## config.mk

```make
export PLATFORM = sky130hd
export DESIGN_NAME = wisc_alu_exec_flat
export DESIGN_NICKNAME = d
export VERILOG_FILES = /design/src/rtl/wisc_pkg.sv /design/src/rtl/wisc_alu_exec_if.sv /design/src/rtl/cla_add16.sv /design/src/rtl/sat_add4.sv /design/src/rtl/wisc_alu_exec.sv /design/src/flat_wrapper.sv
export SDC_FILE = /design/constraint.sdc
export NUM_CORES = 1
export LEC_CHECK = 0
export CAP_MARGIN = 20
export CELL_PAD_IN_SITES_DETAIL_PLACEMENT = 0
export CELL_PAD_IN_SITES_GLOBAL_PLACEMENT = 2
export CORE_MARGIN = 3
export CORE_UTILIZATION = 32
export DETAILED_ROUTE_END_ITERATION = 8
export PLACE_DENSITY = 0.83
export REMOVE_ABC_BUFFERS = 1
export SLEW_MARGIN = 10
export SYNTH_ARGS = -nofsm -noshare
export SYNTH_HDL_FRONTEND = slang
export SYNTH_SLANG_ARGS = --single-unit
export TNS_END_PERCENT = 30
```

## constraint.sdc

```tcl
create_clock -name clk -period 5.2 [get_ports clk]
set_input_delay 0.78 -clock clk [delete_from_list [all_inputs] [get_ports clk]]
set_output_delay 0.78 -clock clk [all_outputs]
set_load 0.02 [all_outputs]
```

## src/rtl/wisc_pkg.sv

```systemverilog
// Shared types, flag indices, saturation constants and carry-lookahead helpers
// for the WISC execute-stage ALU.
package wisc_pkg;

  typedef enum logic [2:0] {
    OP_ADD    = 3'b000,
    OP_SUB    = 3'b001,
    OP_XOR    = 3'b010,
    OP_RED    = 3'b011,
    OP_PADDSB = 3'b111
  } alu_op_t;

  typedef enum logic [1:0] {
    ST_IDLE = 2'b00,
    ST_RED2 = 2'b01,
    ST_HOLD = 2'b10
  } alu_state_t;

  localparam int FLAG_Z = 2;
  localparam int FLAG_V = 1;
  localparam int FLAG_N = 0;

  localparam logic [15:0] SAT_POS16 = 16'h7FFF;
  localparam logic [15:0] SAT_NEG16 = 16'h8000;

  // Carries c3..c0 of a 4-bit lookahead block, fully expanded from c0.
  function automatic logic [3:0] cla4_carries(input logic [2:0] g, input logic [2:0] p,
                                              input logic c0);
    logic [3:0] c;
    c[0] = c0;
    c[1] = g[0] | (p[0] & c0);
    c[2] = g[1] | (p[1] & g[0]) | (p[1] & p[0] & c0);
    c[3] = g[2] | (p[2] & g[1]) | (p[2] & p[1] & g[0]) | (p[2] & p[1] & p[0] & c0);
    return c;
  endfunction

  // Block generate of a 4-bit group (carry out assuming zero carry in).
  function automatic logic cla4_gen(input logic [3:0] g, input logic [3:1] p);
    return g[3] | (p[3] & g[2]) | (p[3] & p[2] & g[1]) | (p[3] & p[2] & p[1] & g[0]);
  endfunction

endpackage

```

## src/rtl/wisc_alu_exec_if.sv

```systemverilog
// ID/EX token input and EX/MEM result output bundle of the WISC execute ALU.
interface wisc_alu_exec_if #(
  parameter int W = 16
);
  logic         in_valid;
  logic         in_ready;
  logic [2:0]   op;
  logic [W-1:0] a;
  logic [W-1:0] b;
  logic         out_valid;
  logic         out_ready;
  logic [W-1:0] result;
  logic [2:0]   flags;

  modport master (
    output in_valid, op, a, b, out_ready,
    input  in_ready, out_valid, result, flags
  );

  modport slave (
    input  in_valid, op, a, b, out_ready,
    output in_ready, out_valid, result, flags
  );
endinterface

```

## src/rtl/cla_add16.sv

```systemverilog
// 16-bit two-level carry-lookahead adder: four 4-bit blocks under one
// group lookahead unit.
module cla_add16
  import wisc_pkg::*;
(
  input  logic [15:0] a,
  input  logic [15:0] b,
  input  logic        cin,
  output logic [15:0] sum,
  output logic        cout
);
  logic [15:0] g_s;
  logic [15:0] p_s;
  logic [3:0]  grp_g_s;
  logic [3:0]  grp_p_s;
  logic [3:0]  grp_c_s;

  assign g_s = a & b;
  assign p_s = a ^ b;

  for (genvar k = 0; k < 4; k++) begin : g_grp
    assign grp_g_s[k] = cla4_gen(g_s[4*k+3:4*k], p_s[4*k+3:4*k+1]);
    assign grp_p_s[k] = &p_s[4*k+3:4*k];
  end

  assign grp_c_s = cla4_carries(grp_g_s[2:0], grp_p_s[2:0], cin);
  assign cout    = cla4_gen(grp_g_s, grp_p_s[3:1]) | ((&grp_p_s) & cin);

  for (genvar k = 0; k < 4; k++) begin : g_sum
    logic [3:0] c_s;
    assign c_s = cla4_carries(g_s[4*k+2:4*k], p_s[4*k+2:4*k], grp_c_s[k]);
    assign sum[4*k+3:4*k] = p_s[4*k+3:4*k] ^ c_s;
  end
endmodule

```

## src/rtl/sat_add4.sv

```systemverilog
// 4-bit signed saturating adder (clamps to 0x7 / 0x8) used per nibble by PADDSB.
module sat_add4
  import wisc_pkg::*;
(
  input  logic [3:0] a,
  input  logic [3:0] b,
  output logic [3:0] sum
);
  logic [2:0] g_s;
  logic [3:0] p_s;
  logic [3:0] c_s;
  logic [3:0] raw_s;
  logic       ovf_s;

  assign g_s   = a[2:0] & b[2:0];
  assign p_s   = a ^ b;
  assign c_s   = cla4_carries(g_s, p_s[2:0], 1'b0);
  assign raw_s = p_s ^ c_s;
  assign ovf_s = (a[3] == b[3]) && (raw_s[3] != a[3]);

  // Clamp toward the sign of the operands on overflow.
  always_comb begin
    sum = raw_s;
    if (ovf_s) begin
      sum = a[3] ? 4'h8 : 4'h7;
    end else begin
      sum = raw_s;
    end
  end
endmodule

```

## src/rtl/wisc_alu_exec.sv

```systemverilog
// WISC execute-stage ALU: saturating ADD/SUB, XOR, two-cycle RED and optional
// PADDSB (enabled by defining WISC_ALU_PADDSB_EN), with the Z/V/N flag register.
module wisc_alu_exec
  import wisc_pkg::*;
#(
  parameter int W = 16
) (
  input  logic          clk,
  input  logic          rst_n,
  wisc_alu_exec_if.slave bus
);
  alu_state_t   state_r;
  logic [W-1:0] result_r;
  logic [2:0]   flags_r;
  logic         out_valid_r;
  logic [8:0]   hs_r;
  logic [8:0]   ls_r;

  alu_op_t      op_s;
  logic         in_ready_s;
  logic         accept_s;
  logic [W-1:0] add_a_s;
  logic [W-1:0] add_b_s;
  logic         add_cin_s;
  logic [W-1:0] add_sum_s;
  logic         add_cout_s;
  logic [W-1:0] hi_sum_s;
  logic [W-1:0] lo_sum_s;
  logic         hi_cout_s;
  logic         lo_cout_s;
  logic         ovf_s;
  logic [W-1:0] sat_s;
  logic [W-1:0] xor_s;
  logic [W-1:0] red_result_s;
  logic [W-1:0] nxt_result_s;
  logic [2:0]   nxt_flags_s;
  logic         adder_unused_s;

  assign op_s       = alu_op_t'(bus.op);
  assign in_ready_s = (state_r == ST_IDLE) || ((state_r == ST_HOLD) && bus.out_ready);
  assign accept_s   = bus.in_valid && in_ready_s;

  // Main adder serves ADD/SUB on accept and the hs+ls combine during RED2.
  always_comb begin
    add_a_s   = bus.a;
    add_b_s   = bus.b;
    add_cin_s = 1'b0;
    if (state_r == ST_RED2) begin
      add_a_s = {{7{hs_r[8]}}, hs_r};
      add_b_s = {{7{ls_r[8]}}, ls_r};
    end else if (op_s == OP_SUB) begin
      add_b_s   = ~bus.b;
      add_cin_s = 1'b1;
    end else begin
      add_b_s   = bus.b;
      add_cin_s = 1'b0;
    end
  end

  cla_add16 u_add (.a(add_a_s), .b(add_b_s), .cin(add_cin_s), .sum(add_sum_s), .cout(add_cout_s));

  cla_add16 u_red_hi (
    .a({{8{bus.a[15]}}, bus.a[15:8]}), .b({{8{bus.b[15]}}, bus.b[15:8]}),
    .cin(1'b0), .sum(hi_sum_s), .cout(hi_cout_s)
  );

  cla_add16 u_red_lo (
    .a({{8{bus.a[7]}}, bus.a[7:0]}), .b({{8{bus.b[7]}}, bus.b[7:0]}),
    .cin(1'b0), .sum(lo_sum_s), .cout(lo_cout_s)
  );

  // Byte sums only need 9 bits and carry-outs are implied by sign overflow.
  assign adder_unused_s = ^{add_cout_s, hi_cout_s, lo_cout_s, hi_sum_s[15:9], lo_sum_s[15:9]};

  assign ovf_s        = (add_a_s[15] == add_b_s[15]) && (add_sum_s[15] != add_a_s[15]);
  assign sat_s        = ovf_s ? (add_a_s[15] ? SAT_NEG16 : SAT_POS16) : add_sum_s;
  assign xor_s        = bus.a ^ bus.b;
  assign red_result_s = {{6{add_sum_s[9]}}, add_sum_s[9:0]};

`ifdef WISC_ALU_PADDSB_EN
  logic [W-1:0] paddsb_s;

  for (genvar k = 0; k < 4; k++) begin : g_nib
    sat_add4 u_sat (.a(bus.a[4*k+3:4*k]), .b(bus.b[4*k+3:4*k]), .sum(paddsb_s[4*k+3:4*k]));
  end
`endif

  // Result and flag values for every single-cycle opcode.
  always_comb begin
    nxt_result_s = 16'h0000;
    nxt_flags_s  = flags_r;
    case (op_s)
      OP_ADD, OP_SUB: begin
        nxt_result_s        = sat_s;
        nxt_flags_s[FLAG_Z] = (sat_s == 16'h0000);
        nxt_flags_s[FLAG_V] = ovf_s;
        nxt_flags_s[FLAG_N] = sat_s[15];
      end
      OP_XOR: begin
        nxt_result_s        = xor_s;
        nxt_flags_s[FLAG_Z] = (xor_s == 16'h0000);
      end
`ifdef WISC_ALU_PADDSB_EN
      OP_PADDSB: nxt_result_s = paddsb_s;
`endif
      default: nxt_result_s = 16'h0000;
    endcase
  end

  // Control FSM with registered result, flags and valid.
  always_ff @(posedge clk or negedge rst_n) begin
    if (!rst_n) begin
      state_r     <= ST_IDLE;
      result_r    <= 16'h0000;
      flags_r     <= 3'b000;
      out_valid_r <= 1'b0;
      hs_r        <= 9'h000;
      ls_r        <= 9'h000;
    end else begin
      case (state_r)
        ST_IDLE, ST_HOLD: begin
          if (accept_s) begin
            if (op_s == OP_RED) begin
              hs_r        <= hi_sum_s[8:0];
              ls_r        <= lo_sum_s[8:0];
              out_valid_r <= 1'b0;
              state_r     <= ST_RED2;
            end else begin
              result_r    <= nxt_result_s;
              flags_r     <= nxt_flags_s;
              out_valid_r <= 1'b1;
              state_r     <= ST_HOLD;
            end
          end else if ((state_r == ST_HOLD) && bus.out_ready) begin
            out_valid_r <= 1'b0;
            state_r     <= ST_IDLE;
          end else begin
            state_r <= state_r;
          end
        end
        ST_RED2: begin
          result_r    <= red_result_s;
          out_valid_r <= 1'b1;
          state_r     <= ST_HOLD;
        end
        default: begin
          out_valid_r <= 1'b0;
          state_r     <= ST_IDLE;
        end
      endcase
    end
  end

  assign bus.in_ready  = in_ready_s;
  assign bus.out_valid = out_valid_r;
  assign bus.result    = result_r;
  assign bus.flags     = flags_r;
endmodule

```

## src/flat_wrapper.sv

```systemverilog
// flat-port wrapper written by rule: the top's interface ports become plain ports
module wisc_alu_exec_flat import wisc_pkg::*;
#(
  parameter int W = 16
)
  (clk, rst_n, bus_in_valid, bus_op, bus_a, bus_b, bus_out_ready, bus_in_ready, bus_out_valid, bus_result, bus_flags);
  wisc_alu_exec_if #(.W(W)) bus_i ();
  input  logic clk;
  input  logic rst_n;
  input wire logic [$bits(bus_i.in_valid)-1:0] bus_in_valid;
  input wire logic [$bits(bus_i.op)-1:0] bus_op;
  input wire logic [$bits(bus_i.a)-1:0] bus_a;
  input wire logic [$bits(bus_i.b)-1:0] bus_b;
  input wire logic [$bits(bus_i.out_ready)-1:0] bus_out_ready;
  output wire logic [$bits(bus_i.in_ready)-1:0] bus_in_ready;
  output wire logic [$bits(bus_i.out_valid)-1:0] bus_out_valid;
  output wire logic [$bits(bus_i.result)-1:0] bus_result;
  output wire logic [$bits(bus_i.flags)-1:0] bus_flags;
  assign bus_i.in_valid = bus_in_valid;
  assign bus_i.op = bus_op;
  assign bus_i.a = bus_a;
  assign bus_i.b = bus_b;
  assign bus_i.out_ready = bus_out_ready;
  assign bus_in_ready = bus_i.in_ready;
  assign bus_out_valid = bus_i.out_valid;
  assign bus_result = bus_i.result;
  assign bus_flags = bus_i.flags;
  wisc_alu_exec #(.W(W)) u_core (.clk(clk), .rst_n(rst_n), .bus(bus_i));
endmodule
```

Word level (Yosys, flattened, before mapping):

Index checks and enable logic that the tools add are counted.

* equality and inequality tests: 10
* multiplexer cells: 20
* bitwise operators: 198
* reduce and logical (&&, ||, !) cells: 21

Operators with widths (number)
* 2-to-1 mux 16 bit: 7
* bitwise AND 1 bit: 108
* OR 1 bit: 71
* one-hot mux 16 bit (2 select lines): 2
* logical NOT 16 bit: 2
* XOR 16 bit: 2
* XOR 4 bit: 8
* AND reduction 4 bit: 7
* bitwise AND 11 bit: 2
* XOR 11 bit: 2
* inverter 16 bit: 1
* bitwise AND 15 bit: 1
* equality test 3 x 2 -> 1 bit, second input constant: 2
* 2-to-1 mux 2 bit: 3
* AND reduction 3 bit: 2
* 2-to-1 mux 1 bit: 5
* one-hot mux 1 bit (2 select lines): 2
* one-hot mux 2 bit (2 select lines): 1
* nonzero test 2 bit: 2
* OR reduction 2 bit: 2
* equality test 3 x 1 -> 1 bit, second input constant: 1
* logical AND 1 bit: 3
* logical NOT 3 bit: 1
* != test 3 x 1 -> 1 bit, second input constant: 1
* 10 further kinds: 11

* flip-flop bits (word level): 40
* input port bits: 39
* word-level logic and storage cells: 256

Depth between registers and ports, before layout:

* depth after elaboration: 22
* depth in mapped cells: 19
* mapped depth without buffers: 17

Modules after synthesis:

Synthesis repeated with hierarchy kept, for this count alone.

* cell total of the unflattened synthesis: 599
* area, all modules: 4986.0 um^2

By module, submodules not included
* wisc_alu_exec: times used 1, cells an instance 317, area an instance 2727.6 um^2, seq. area each 975.9 um^2
* cla_add16 (u_core.u_add): times used 1, cells an instance 109, area an instance 840.8 um^2, seq. area each 0.0 um^2
* cla_add16 (u_core.u_red_hi): times used 1, cells an instance 87, area an instance 714.4 um^2, seq. area each 0.0 um^2
* cla_add16 (u_core.u_red_lo): times used 1, cells an instance 86, area an instance 703.2 um^2, seq. area each 0.0 um^2

Worst setup path before layout:

No wires, ideal clock.

* kind: in2reg
* start point: input port bus_op[1]
* end point: register u_core.flags_r[2] (netlist: u_core.bus.flags[2])
* library setup time: 95 ps
* arrival time: 4620 ps
* setup slack: 485 ps
* stages: 18
* path buffers: 2
* cells stage by stage: or3b_1 > buf_2 > buf_1 > xnor2_1 > o21ai_0 > ha_1 > nand4_1 > o32ai_4 > a31oi_2 > nand2_1 > nor2_1 > fa_1 > inv_1 > nor4b_1 > nand4_1 > or3_1 > a221o_1 > o31ai_1

* cells in the longest elaborated chain, start to end: 20
* elaborated cells between the ends (all ways): 126
* those cells by class: eq/ne: 5; mux: 6; bitwise: 106; reduce/logical: 9

RTL lines
* start, declared: RTL line flat_wrapper.sv:11 `input wire logic [$bits(bus_i.op)-1:0] bus_op;`
* equality test 3 x 1 -> 1 bit: RTL line wisc_alu_exec.sv:51, wisc_alu_exec.sv:92
* 2-to-1 mux 16 bit: RTL line wisc_alu_exec.sv:51 `end else if (op_s == OP_SUB) begin`
* 2-to-1 mux 16 bit: RTL line wisc_alu_exec.sv:48 `if (state_r == ST_RED2) begin`
* XOR 16 bit / bitwise AND 15 bit (equally long branches): RTL line cla_add16.sv:19, cla_add16.sv:18
* bitwise AND 1 bit: RTL line wisc_pkg.sv:39 `return g[3] | (p[3] & g[2]) | (p[3] & p[2] & g[1]) | (p[3] & p[2] & p[1] & g[0]);`
* OR 1 bit / bitwise AND 1 bit (equally long branches) (2 in a row): RTL line wisc_pkg.sv:39
* OR 1 bit: RTL line wisc_pkg.sv:39
* bitwise AND 1 bit: RTL line wisc_pkg.sv:33 `c[3] = g[2] | (p[2] & g[1]) | (p[2] & p[1] & g[0]) | (p[2] & p[1] & p[0] & c0);`
* OR 1 bit (3 in a row): RTL line wisc_pkg.sv:33
* bitwise AND 1 bit: RTL line wisc_pkg.sv:33
* OR 1 bit: RTL line wisc_pkg.sv:33
* XOR 4 bit: RTL line cla_add16.sv:32 `assign sum[4*k+3:4*k] = p_s[4*k+3:4*k] ^ c_s;`
* != test 1 bit: RTL line wisc_alu_exec.sv:75 `assign ovf_s = (add_a_s[15] == add_b_s[15]) && (add_sum_s[15] != add_a_s[15]);`
* logical AND 1 bit: RTL line wisc_alu_exec.sv:75
* 2-to-1 mux 16 bit: RTL line wisc_alu_exec.sv:76 `assign sat_s = ovf_s ? (add_a_s[15] ? SAT_NEG16 : SAT_POS16) : add_sum_s;`
* logical NOT 16 bit: RTL line wisc_alu_exec.sv:95 `nxt_flags_s[FLAG_Z] = (sat_s == 16'h0000);`
* one-hot mux 1 bit (2 select lines): RTL line wisc_alu_exec.sv:92 `case (op_s)`
* end signal, assigned: RTL line wisc_alu_exec.sv:130 `flags_r <= nxt_flags_s;`
* end, declared: RTL line wisc_alu_exec.sv:14 `logic [2:0] flags_r;`

Parallel ways exist; a longest one is shown, timed or not.
A chain may end at the register's enable or synchronous reset.

Final worst setup path:

* start point: input port bus_op[0]
* end point: register u_core.flags_r[2] (netlist: u_core.bus.flags[2])

The elaborated chain is that of the path after synthesis.

==> run metrics <==
fin. max-slew vios=0; total track usage=0.200; Critical Path Max Stage Delay=480 ps; fmax=207 MHz; Pre-Repair DR Iteration Count=7; sequential cell fraction of total power=0.315; setup bufs post-CTS=0; Area growth syn-to-layout=26.8%; r2r startpoint=u_core.state_r[1]; internal power=0.000846 W; share of cells above drive strength 1=0.0813; clock share of power=0.228; Crit path buffers/inverters=2; fin area=0.00474 sq mm; vias=3752; most common cell after layout, fill and taps aside=nand2_1; RSZ-0062 raised after global routing=no; initial DRC count=196; Net count, final=618; PwrDens=292 mW/mm^2; IO Count=60; htree depth=2; post-synth cell types=57; Root Buffer=clkbuf_16; IO buf count=59; top_reg_cell synth=dfrtp_1; Hold Path Depth=2; worst hold path class=reg -> reg; # hold bufs at CTS=0; status=finished, final reports clean; Slew @ Worst Pin=994 ps; largest net degree at the start of global routing=40; kind of cell adding the most delay to the critical path=simple AND/OR/NAND/NOR gates; Seq/Total Area, Yosys=0.261; post-synth top area cell=dfrtp_1; critical path fanouts, max=13; Final Setup Violations=0; reg2reg setup slack=830 ps; placed wire-length estimate=9860 um; Clock Tree Buf Depth=2; Setup TNS=0 ps; WHS Endpoint=u_core.hs_r[4]; Routed Antenna Nets=0; Leakage=2.07 nW; DR WL/cell=18.8 um; Switch Pwr=0.000540 W; placed inst area=0.00459 sq mm; Slew headroom=0.338; vias in the first global route=3822; clock slew at reported path FFs=70 ps; Chip Height=114 um; Sw Share=0.390; DIE AREA=0.0130 sq mm; core area=0.0111 sq mm; CTS tree=done; clk sink count=39; Pwr Total=0.00139 W; # diodes=0; Netlist Area Pre-Place=0.00374 sq mm; share of the synthesized area in the top cell type=0.261; Final Hold Vio Count=0; Syn Area/Cell=7.93 sq um; HP Start=u_core.hs_r[4]; crit path kind=in -> reg; gr ovfl total=0; #FFs+latches synth=39; VDD IR-drop max=0.192 mV; Tmin final=4820 ps; CTS Buf Count=5; post_cts resized=0; cells on worst reg2reg path=16; Die Width=114 um; Worst-Skew Late Latency=290 ps; Crit Reg-Reg Endpoint=u_core.bus.flags[2]; crit path DAT=5020 ps; Tcrit/Tclk final=0.927; Worst EP required=5400 ps; Clock Skews=8.89 ps; first-pass GRT wire length=20500 um; CP max-delay cell=clkdlybuf4s50_1; crit path capture type=register; CP Launch Type=input pin; top cells by area, synth=dfrtp_1 26%, ha_1 10%, nand2_1 7.9%, a21oi_1 7.2%, xor2_1 4.9%; yosys warns=0; EDFF count, synth=0; most frequent cells in the layout=79 x nand2_1, 58 x clkdlybuf4s50_1, 54 x a21oi_1; Async SR Flop Fraction=1.00; Logic pwr share=0.458; Routability Congestion=0.913; Syn Inst Count=471; vias per cell=5.51; drc violations=0; critical-path cell list=clkdlybuf4s50_1, or3b_4, buf_4, xor2_1, nor2_1, a21o_1, ha_1, nand2_1, nor4_1, a31oi_2, nand2_1, nor2_1, fa_1, xnor2_1, nor4b_2, nand4_1, or3_1, a221o_1, o31ai_1; Initial Utilization=0.336; total routed wirelength=12800 um; initial antenna violation count=0; MaxCap Viol Count=0; # rows=38
area by class of cell:
| cell class | count | area [sq um] |
|---|---|---|
| Timing Repair Buffer | 83 | 766 |
| Inverter | 20 | 75.1 |
| Tap cell | 140 | 175 |
| Multi-Input combinational cell | 391 | 2610 |
| Clock inverter | 1 | 5.00 |
| Fill cell | 1163 | 6390 |
| Clock buffer | 7 | 133 |
| Sequential cell | 39 | 976 |
metrics by stage:
stage                     cells  setup slack [ps]   util  hold WS (ps)
after floorplan             450               503      -           446
after global placement      673              76.6  0.413           464
after detailed placement    673             -75.1  0.413           467
after CTS                   681               207  0.425           482
after global routing        681              47.1  0.426           505
final                       681               380  0.426           480
cell usage after synthesis, types with 8 or more instances:
cell type   n
nand2_1    79
a21oi_1    54
dfrtp_1    39
o21ai_0    32
ha_1       31
nor2_1     31
xor2_1     21
inv_1      20
clkbuf_1   15
nand3_1    14
xnor2_1    11
a21o_1     10
fa_1        8
nor3_1      8
logic make-up (layout without fill, tap and decap cells):
kind of cell | after synthesis | after routing | share of synthesized area
and+or+nand+nor | 174 | 174 | 0.219
AOI/OAI and AO/OA | 141 | 141 | 0.240
buffers and inverters | 41 | 111 | 0.0442
adders and majority gates | 39 | 39 | 0.147
DFF | 39 | 39 | 0.261
xor gates and xnor gates | 32 | 32 | 0.0750
muxes | 5 | 5 | 0.0147
how the worst max path moves through the flow:
stage                          endpoint       from  cells past startpoint  slack [ps]
floorplan           u_core.bus.flags[2]  bus_op[1]                     17         500
global placement    u_core.bus.flags[2]  bus_op[0]                     19          80
detailed placement  u_core.bus.flags[2]  bus_op[0]                     19         -80
CTS                 u_core.bus.flags[2]  bus_op[0]                     19         210
global route        u_core.bus.flags[2]  bus_op[0]                     18          50
finish              u_core.bus.flags[2]  bus_op[0]                     19         380
worst reg2reg max path: cells and delay by family, from the launching register on:
| kind | cells | cell delay (ps) |
|---|---|---|
| adder cells (fa/ha/maj) | 2 | 930 |
| flip-flops | 1 | 400 |
| AND/OR/NAND/NOR | 8 | 1490 |
| AO/OA/AOI/OAI | 4 | 940 |
| buffers and inverters | 2 | 510 |
routing by layer:
metal  GRT usage  vias up  wire length, um
met5           0        -                0
met4      0.0404        0              223
met3      0.0396       16              601
met2       0.320      108             5850
met1       0.283     1796             6100
li1            -     1832                -
power groups by stage:
stage                     Combinational (W)  Sequential [W]  Clock [W]
after floorplan                    0.000326        0.000470          0
final                              0.000634        0.000436   0.000316
after global placement             0.000625        0.000438          0
after global routing               0.000702        0.000448   0.000334
after CTS                          0.000631        0.000437   0.000321
after detailed placement           0.000627        0.000441          0
sequential cells by signal, indices dropped and copies added, names as in the netlist:
name,count
u_core.bus.flags,3
u_core.state_r,2
u_core.hs_r,9
u_core.bus.result,16
u_core.ls_r,9
No activity file was read; power rests on OpenSTA's default activity.
